## src/rtl/fb_ddram_writer.sv

```systemverilog
// Packs a 32bpp pixel stream into 64-bit words and writes them to the framebuffer
// in fixed-length DDRAM bursts, wrapping the address at the end of each frame.
`timescale 1ns/1ps
module fb_ddram_writer #(
    parameter logic [28:0] BASE_WADDR  = 29'h0600_0000,
    parameter int unsigned FRAME_WORDS = 460800,
    parameter int unsigned BURST       = 8,
    parameter int unsigned FIFO_DEPTH  = 16
) (
    input  logic        clk_sys,
    input  logic        rst,
    input  logic        pix_valid,
    output logic        pix_ready,
    input  logic [31:0] pix_data,
    input  logic        pix_sof,
    input  logic        ddr_busy,
    output logic [7:0]  ddr_burstcnt,
    output logic [28:0] ddr_addr,
    output logic [63:0] ddr_din,
    output logic [7:0]  ddr_be,
    output logic        ddr_we,
    output logic        frame_done,
    output logic        sof_err
);

    localparam int unsigned CNT_W  = $clog2(FIFO_DEPTH + 1);
    localparam int unsigned PTR_W  = (FIFO_DEPTH > 1) ? $clog2(FIFO_DEPTH) : 1;
    localparam int unsigned PIX_W  = $clog2(2 * FRAME_WORDS);
    localparam int unsigned BEAT_W = $clog2(BURST + 1);

    localparam logic [CNT_W-1:0]  DEPTH_C   = CNT_W'(FIFO_DEPTH);
    localparam logic [CNT_W-1:0]  BURST_C   = CNT_W'(BURST);
    localparam logic [BEAT_W-1:0] BEAT_LAST = BEAT_W'(BURST - 1);
    localparam logic [PIX_W-1:0]  PIX_LAST  = PIX_W'(2 * FRAME_WORDS - 1);
    localparam logic [PTR_W-1:0]  PTR_LAST  = PTR_W'(FIFO_DEPTH - 1);
    localparam logic [28:0]       END_WADDR = BASE_WADDR + 29'(FRAME_WORDS);

    localparam logic [0:0] S_IDLE  = 1'b0;
    localparam logic [0:0] S_BURST = 1'b1;

    logic [0:0]        state_q, state_d;
    logic              synced_q, synced_d;
    logic              half_vld_q, half_vld_d;
    logic [31:0]       half_q, half_d;
    logic [PIX_W-1:0]  pix_cnt_q, pix_cnt_d;
    logic [PTR_W-1:0]  wr_ptr_q, wr_ptr_d;
    logic [PTR_W-1:0]  rd_ptr_q, rd_ptr_d;
    logic [CNT_W-1:0]  fifo_count_q, fifo_count_d;
    logic [28:0]       cur_waddr_q, cur_waddr_d;
    logic [BEAT_W-1:0] beat_cnt_q, beat_cnt_d;
    logic              ddr_we_q, ddr_we_d;
    logic [7:0]        ddr_burstcnt_q, ddr_burstcnt_d;
    logic [28:0]       ddr_addr_q, ddr_addr_d;
    logic [63:0]       ddr_din_q, ddr_din_d;
    logic              frame_done_q, frame_done_d;
    logic              sof_err_q, sof_err_d;
    logic              pix_ready_q, pix_ready_d;

    logic [63:0] fifo_mem [FIFO_DEPTH];
    logic        push, pop;
    logic [63:0] push_word;

    function automatic logic [PTR_W-1:0] ptr_inc(input logic [PTR_W-1:0] p);
        return (p == PTR_LAST) ? '0 : p + PTR_W'(1);
    endfunction

    always_comb begin
        state_d        = state_q;
        synced_d       = synced_q;
        half_vld_d     = half_vld_q;
        half_d         = half_q;
        pix_cnt_d      = pix_cnt_q;
        wr_ptr_d       = wr_ptr_q;
        rd_ptr_d       = rd_ptr_q;
        fifo_count_d   = fifo_count_q;
        cur_waddr_d    = cur_waddr_q;
        beat_cnt_d     = beat_cnt_q;
        ddr_we_d       = ddr_we_q;
        ddr_burstcnt_d = ddr_burstcnt_q;
        ddr_addr_d     = ddr_addr_q;
        ddr_din_d      = ddr_din_q;
        frame_done_d   = 1'b0;
        sof_err_d      = sof_err_q;
        push           = 1'b0;
        pop            = 1'b0;
        push_word      = '0;

        // Pixel intake: discard until the first sof, then pair pixels into words.
        if (pix_valid && pix_ready_q && (synced_q || pix_sof)) begin
            synced_d = 1'b1;
            if (synced_q && pix_sof && (pix_cnt_q != '0)) begin
                sof_err_d = 1'b1;
            end
            pix_cnt_d = (pix_cnt_q == PIX_LAST) ? '0 : pix_cnt_q + PIX_W'(1);
            if (half_vld_q) begin
                push       = 1'b1;
                push_word  = {pix_data, half_q};
                half_vld_d = 1'b0;
            end else begin
                half_d     = pix_data;
                half_vld_d = 1'b1;
            end
        end

        case (state_q)
            S_IDLE: begin
                if (fifo_count_q >= BURST_C) begin
                    state_d        = S_BURST;
                    ddr_we_d       = 1'b1;
                    ddr_burstcnt_d = 8'(BURST);
                    ddr_addr_d     = cur_waddr_q;
                    ddr_din_d      = fifo_mem[rd_ptr_q];
                    beat_cnt_d     = '0;
                end
            end
            S_BURST: begin
                if (ddr_we_q && !ddr_busy) begin
                    pop      = 1'b1;
                    rd_ptr_d = ptr_inc(rd_ptr_q);
                    if (beat_cnt_q == BEAT_LAST) begin
                        state_d    = S_IDLE;
                        ddr_we_d   = 1'b0;
                        beat_cnt_d = '0;
                        if (cur_waddr_q + 29'(BURST) == END_WADDR) begin
                            cur_waddr_d  = BASE_WADDR;
                            frame_done_d = 1'b1;
                        end else begin
                            cur_waddr_d = cur_waddr_q + 29'(BURST);
                        end
                    end else begin
                        beat_cnt_d = beat_cnt_q + BEAT_W'(1);
                        ddr_din_d  = fifo_mem[rd_ptr_d];
                    end
                end
            end
            default: state_d = S_IDLE;
        endcase

        if (push) begin
            wr_ptr_d = ptr_inc(wr_ptr_q);
        end
        case ({push, pop})
            2'b10:   fifo_count_d = fifo_count_q + CNT_W'(1);
            2'b01:   fifo_count_d = fifo_count_q - CNT_W'(1);
            default: fifo_count_d = fifo_count_q;
        endcase

        pix_ready_d = synced_d ? (fifo_count_d < DEPTH_C) : 1'b1;
    end

    always_ff @(posedge clk_sys) begin
        if (push) begin
            fifo_mem[wr_ptr_q] <= push_word;
        end
    end

    always_ff @(posedge clk_sys) begin
        if (rst) begin
            state_q        <= S_IDLE;
            synced_q       <= 1'b0;
            half_vld_q     <= 1'b0;
            half_q         <= '0;
            pix_cnt_q      <= '0;
            wr_ptr_q       <= '0;
            rd_ptr_q       <= '0;
            fifo_count_q   <= '0;
            cur_waddr_q    <= BASE_WADDR;
            beat_cnt_q     <= '0;
            ddr_we_q       <= 1'b0;
            ddr_burstcnt_q <= '0;
            ddr_addr_q     <= BASE_WADDR;
            ddr_din_q      <= '0;
            frame_done_q   <= 1'b0;
            sof_err_q      <= 1'b0;
            pix_ready_q    <= 1'b1;
        end else begin
            state_q        <= state_d;
            synced_q       <= synced_d;
            half_vld_q     <= half_vld_d;
            half_q         <= half_d;
            pix_cnt_q      <= pix_cnt_d;
            wr_ptr_q       <= wr_ptr_d;
            rd_ptr_q       <= rd_ptr_d;
            fifo_count_q   <= fifo_count_d;
            cur_waddr_q    <= cur_waddr_d;
            beat_cnt_q     <= beat_cnt_d;
            ddr_we_q       <= ddr_we_d;
            ddr_burstcnt_q <= ddr_burstcnt_d;
            ddr_addr_q     <= ddr_addr_d;
            ddr_din_q      <= ddr_din_d;
            frame_done_q   <= frame_done_d;
            sof_err_q      <= sof_err_d;
            pix_ready_q    <= pix_ready_d;
        end
    end

    assign pix_ready    = pix_ready_q;
    assign ddr_we       = ddr_we_q;
    assign ddr_burstcnt = ddr_burstcnt_q;
    assign ddr_addr     = ddr_addr_q;
    assign ddr_din      = ddr_din_q;
    assign ddr_be       = 8'hFF;
    assign frame_done   = frame_done_q;
    assign sof_err      = sof_err_q;

endmodule

```

## config.mk

```make
export PLATFORM = sky130hd
export DESIGN_NAME = fb_ddram_writer
export DESIGN_NICKNAME = d
export VERILOG_FILES = /design/src/rtl/fb_ddram_writer.sv
export SDC_FILE = /design/constraint.sdc
export NUM_CORES = 2
export LEC_CHECK = 0
export CAP_MARGIN = 10
export CELL_PAD_IN_SITES_DETAIL_PLACEMENT = 0
export CELL_PAD_IN_SITES_GLOBAL_PLACEMENT = 1
export CORE_MARGIN = 5
export CORE_UTILIZATION = 30
export DETAILED_ROUTE_END_ITERATION = 10
export DONT_BUFFER_PORTS = 1
export PLACE_DENSITY = 0.46
export SLEW_MARGIN = 20
export SYNTH_ARGS = -nofsm -noshare
export SYNTH_HDL_FRONTEND = slang
export SYNTH_SLANG_ARGS = --single-unit
```

## constraint.sdc

```tcl
create_clock -name clk_sys -period 8 [get_ports clk_sys]
set_input_delay 1.6 -clock clk_sys [delete_from_list [all_inputs] [get_ports clk_sys]]
set_output_delay 1.6 -clock clk_sys [all_outputs]
set_load 0.01 [all_outputs]
```

==> summary.md <==
| Metric | Value |
|---|---|
| Setup_tns | 0 ps |
| Crit path top cell by count | buf_4 |
| Crit path launch type | input pin |
| Placeable Area | between 150000 and 200000 µm² |
| Primary FF master, synth | edfxtp_1 |
| Hpwl dp | 96100 µm |
| Crit-path cells | o211a_4, and2_1, nand2_1, nor2_4, buf_4, buf_4 |
| CP Launch Point | pix_sof |
| Leak Pwr | between 20 and 25 nW |
| Crit path DAT | between 4000 and 5000 ps |
| Worst-Margin Slew | 1130 ps |
| Die width | roughly 440 µm |
| Period minus WS final | 4250 ps |
| # rows | between 150 and 200 |
| Vias in the first global route | 32808 |
| Final nets | 3041 |
| Synth warn | 0 |
| Antenna viol nets, final | 0 |
| Pwr dens | 220 nW/µm² |
| Overall Global Routing Usage | 18.1% |
| Family with the most delay on the worst path | buffers and inverters |
| Post-synth EDFFs | 1024 |
| Synth async-reset ratio | 0% |
| Top cell type by total area after synthesis | edfxtp_1 |
| H-tree depth | 4 |
| Max-Cap Viols | 0 |
| DRC Markers | 0 |
| GPL Wtd Cong | 0.741 |
| Global route overflow | 0 |
| Mean Syn Cell Area | 18.1 µm² |
| Sink Count | 1221 |
| Fin util | 34.3% |
| Layout cells sized above 1 | 29.0% |
| Initial antenna violation count | 19 |
| Hold crit path type | flop to flop |
| CTS clock-pin slew for the worst setup and hold paths | around 50 ps |
| Met3 Usage GRT | 2.98% |
| R2R setup slack | 4080 ps |
| Slew Viols, Final | 0 |
| Crit-path slowest cell | buf_4 |
| WS Path Type | input pin to flop |
| Met1 Usage GRT | 23.7% |
| Via count | 30200 |
| Worst r2r src | pix_ready$_SDFF_PP1_ |
| # resized after CTS | 0 |
| Worst setup path end | fifo_mem[12][49]$_DFFE_PP_ |
| Worst path depth | 6 |
| I/O Pins | 150 |
| Final setup violation count | 0 |
| FF-to-FF End | fifo_mem[12][49]$_DFFE_PP_ |
| Area growth from synthesis to layout | 13.8% |
| Synth area leaders | edfxtp_1, mux4_2, dfxtp_1, nand2_1, and3_1 |
| Post-Syn Area | 54500 µm² |
| #FFs+latches synth | 1221 |
| Number of hold violations in the final report | 0 |
| # port buffers | 0 |
| Final wirelength | ~170000 µm |
| TritonCTS buffer count | 144 |
| CTS Root Cell | clkbuf_16 |
| Initial Util | 30.2% |
| Worst skew pair latency | ~790 ps |
| Critical path endpoint category | flop |
| Worst Reg2Reg Path Length in Cells | 6 |
| 1st-pass router iterations | 7 |
| Met2 Usage GRT | 31.5% |
| Clk buf depth | 3 |
| Layout Skew | 30.7 ps |
| WP data required | 8390 ps |
| GR peak layer | met2 |
| Library cells used by synthesis | 67 |
| Die Y | 436 µm |
| Die area | 190000 µm² |
| Syn Inst Count | 3019 |
| Largest net degree at the start of global routing | 116 |
| Worst path bufs/invs | 2 |
| Iteration-0 DRC Markers | 2273 |
| RSZ-0062 raised after global routing | false |
| Fin crit share | a little over half |
| Post-CTS Setup Bufs | 0 |
| CTS tree | built |
| Worst IR Drop VDD | ~0.19 mV |
| Outcome | finished, final reports clean |
| Max-Slew Margin vs Limit | about 25% |
| Max Clock Freq | 235 MHz |
| Worst Path Max Fanout | 36 |
| CTS Hold Bufs | 0 |
| Via density | 5.50 |
| Synth top area share | 56.4% |
| First-pass GRT wire length | about 250000 µm |
| CP peak stage delay | 660 ps |
| Routed length per placed instance | between 30 and 40 µm |
| Register area share after synthesis | between 60% and 70% |
[layer usage]
metal / share of wire [%] / routed length, µm
met2: 51 / 89200
met5: 0.0040 / 7
met4: 2.0 / 3460
met1: 42 / 73700
met3: 4.9 / 8560
[worst min-delay path by stage]
stage | to | start | cells after the start
2_1_floorplan | half_q[0]$_SDFFE_PP0P_ | half_q[0]$_SDFFE_PP0P_ | 2
3_3_place_gp | half_q[25]$_SDFFE_PP0P_ | half_q[25]$_SDFFE_PP0P_ | 2
3_5_place_dp | half_q[2]$_SDFFE_PP0P_ | half_q[2]$_SDFFE_PP0P_ | 2
4_1_cts | half_q[7]$_SDFFE_PP0P_ | half_q[7]$_SDFFE_PP0P_ | 2
5_1_grt | half_q[7]$_SDFFE_PP0P_ | half_q[7]$_SDFFE_PP0P_ | 2
6_report | half_q[10]$_SDFFE_PP0P_ | half_q[10]$_SDFFE_PP0P_ | 2
[logic make-up after synthesis]
group	synth area share [%]
fa+ha+maj	0.335
compound gates	4.34
simple gates	4.84
buf+inv	2.23
mux	23.8
xor+xnor	0.787
other cells	0.0138
flops	63.7
[cells in the mapped netlist (6+ instances only)]
| master | count |
|---|---|
| a21oi_1 | 83 |
| a221oi_1 | 46 |
| a22o_1 | 47 |
| a31oi_1 | 21 |
| a32oi_1 | 46 |
| and2_1 | 7 |
| and3_1 | 96 |
| and4_1 | 6 |
| buf_1 | 20 |
| buf_2 | 57 |
| buf_4 | 26 |
| clkbuf_1 | 147 |
| dfxtp_1 | 197 |
| edfxtp_1 | 1024 |
| ha_1 | 13 |
| inv_1 | 14 |
| mux4_2 | 576 |
| nand2_1 | 230 |
| nand2b_1 | 7 |
| nand3_1 | 48 |
| nand4_1 | 7 |
| nor2_1 | 89 |
| nor3_1 | 16 |
| nor4_1 | 6 |
| o21ai_0 | 19 |
| o21ai_1 | 37 |
| o22ai_1 | 19 |
| or3_1 | 7 |
| xnor2_1 | 15 |
| xor2_1 | 34 |
[flip-flops by register name (all words and copies together), names as in the netlist, 5 cells and up, named ones only]
register / flops
cur_waddr_q: 26
ddr_addr: 26
ddr_din: 64
fifo_count_q: 5
fifo_mem: 1024
half_q: 32
pix_cnt_q: 20
[worst reg2reg max path: stages, from the launching register on]
cell and delay [ps]:
dfxtp_1 450, o211a_4 630, and2_1 410, nand2_1 260, nor2_4 550, buf_4 530, buf_4 690
[metrics by stage]
stage	total power [W]	hold slack [ps]	setup WS (ps)	area (µm²)	instances
6_report	0.0136	450	3750	62000	5493
5_1_grt	0.0141	476	3640	62000	5484
4_1_cts	0.0138	450	3690	62000	5475
3_5_place_dp	0.00712	440	2850	57200	5214
3_3_place_gp	0.00711	437	2990	57200	5213
2_1_floorplan	0.00706	432	740	54600	3035
[final cells by class]
type,count,area [µm²]
diodes,18,45.0
clock buffers,204,4110
clock inverters,57,647
fillers,16981,119000
inverters,15,58.8
multi-input cells,1544,18900
flip-flops and latches,1221,34700
well taps,2370,2970
repair buffers,64,588
[layout by cell type (no fill, tap or decap), drive strengths merged, types with 6 or more instances in the layout]
cell type / n
bufinv: 13
o22ai: 19
edfxtp: 1024
conb: 18
o21ai: 56
a31oi: 21
ha: 13
nand2: 230
and4: 6
a22o: 47
inv: 20
xnor2: 15
and2: 9
a221oi: 46
clkinv: 37
a32oi: 46
diode: 18
nor3: 17
nand2b: 7
dfxtp: 197
clkbuf: 204
xor2: 34
and3: 96
nor4: 7
or3: 7
nand4: 8
mux4: 576
nor2: 89
buf: 64
a21oi: 83
nand3: 49
[power by group]
group | total [W] | internal, W | leakage, nW | switching (W)
Clock | 0.00665 | 0.00400 | 2.34 | 0.00266
Combinational | 0.000127 | 0.0000248 | 5.90 | 0.000103
Sequential | 0.00685 | 0.00683 | 12.2 | 0.0000196
No activity file was read; power rests on OpenSTA's default activity.
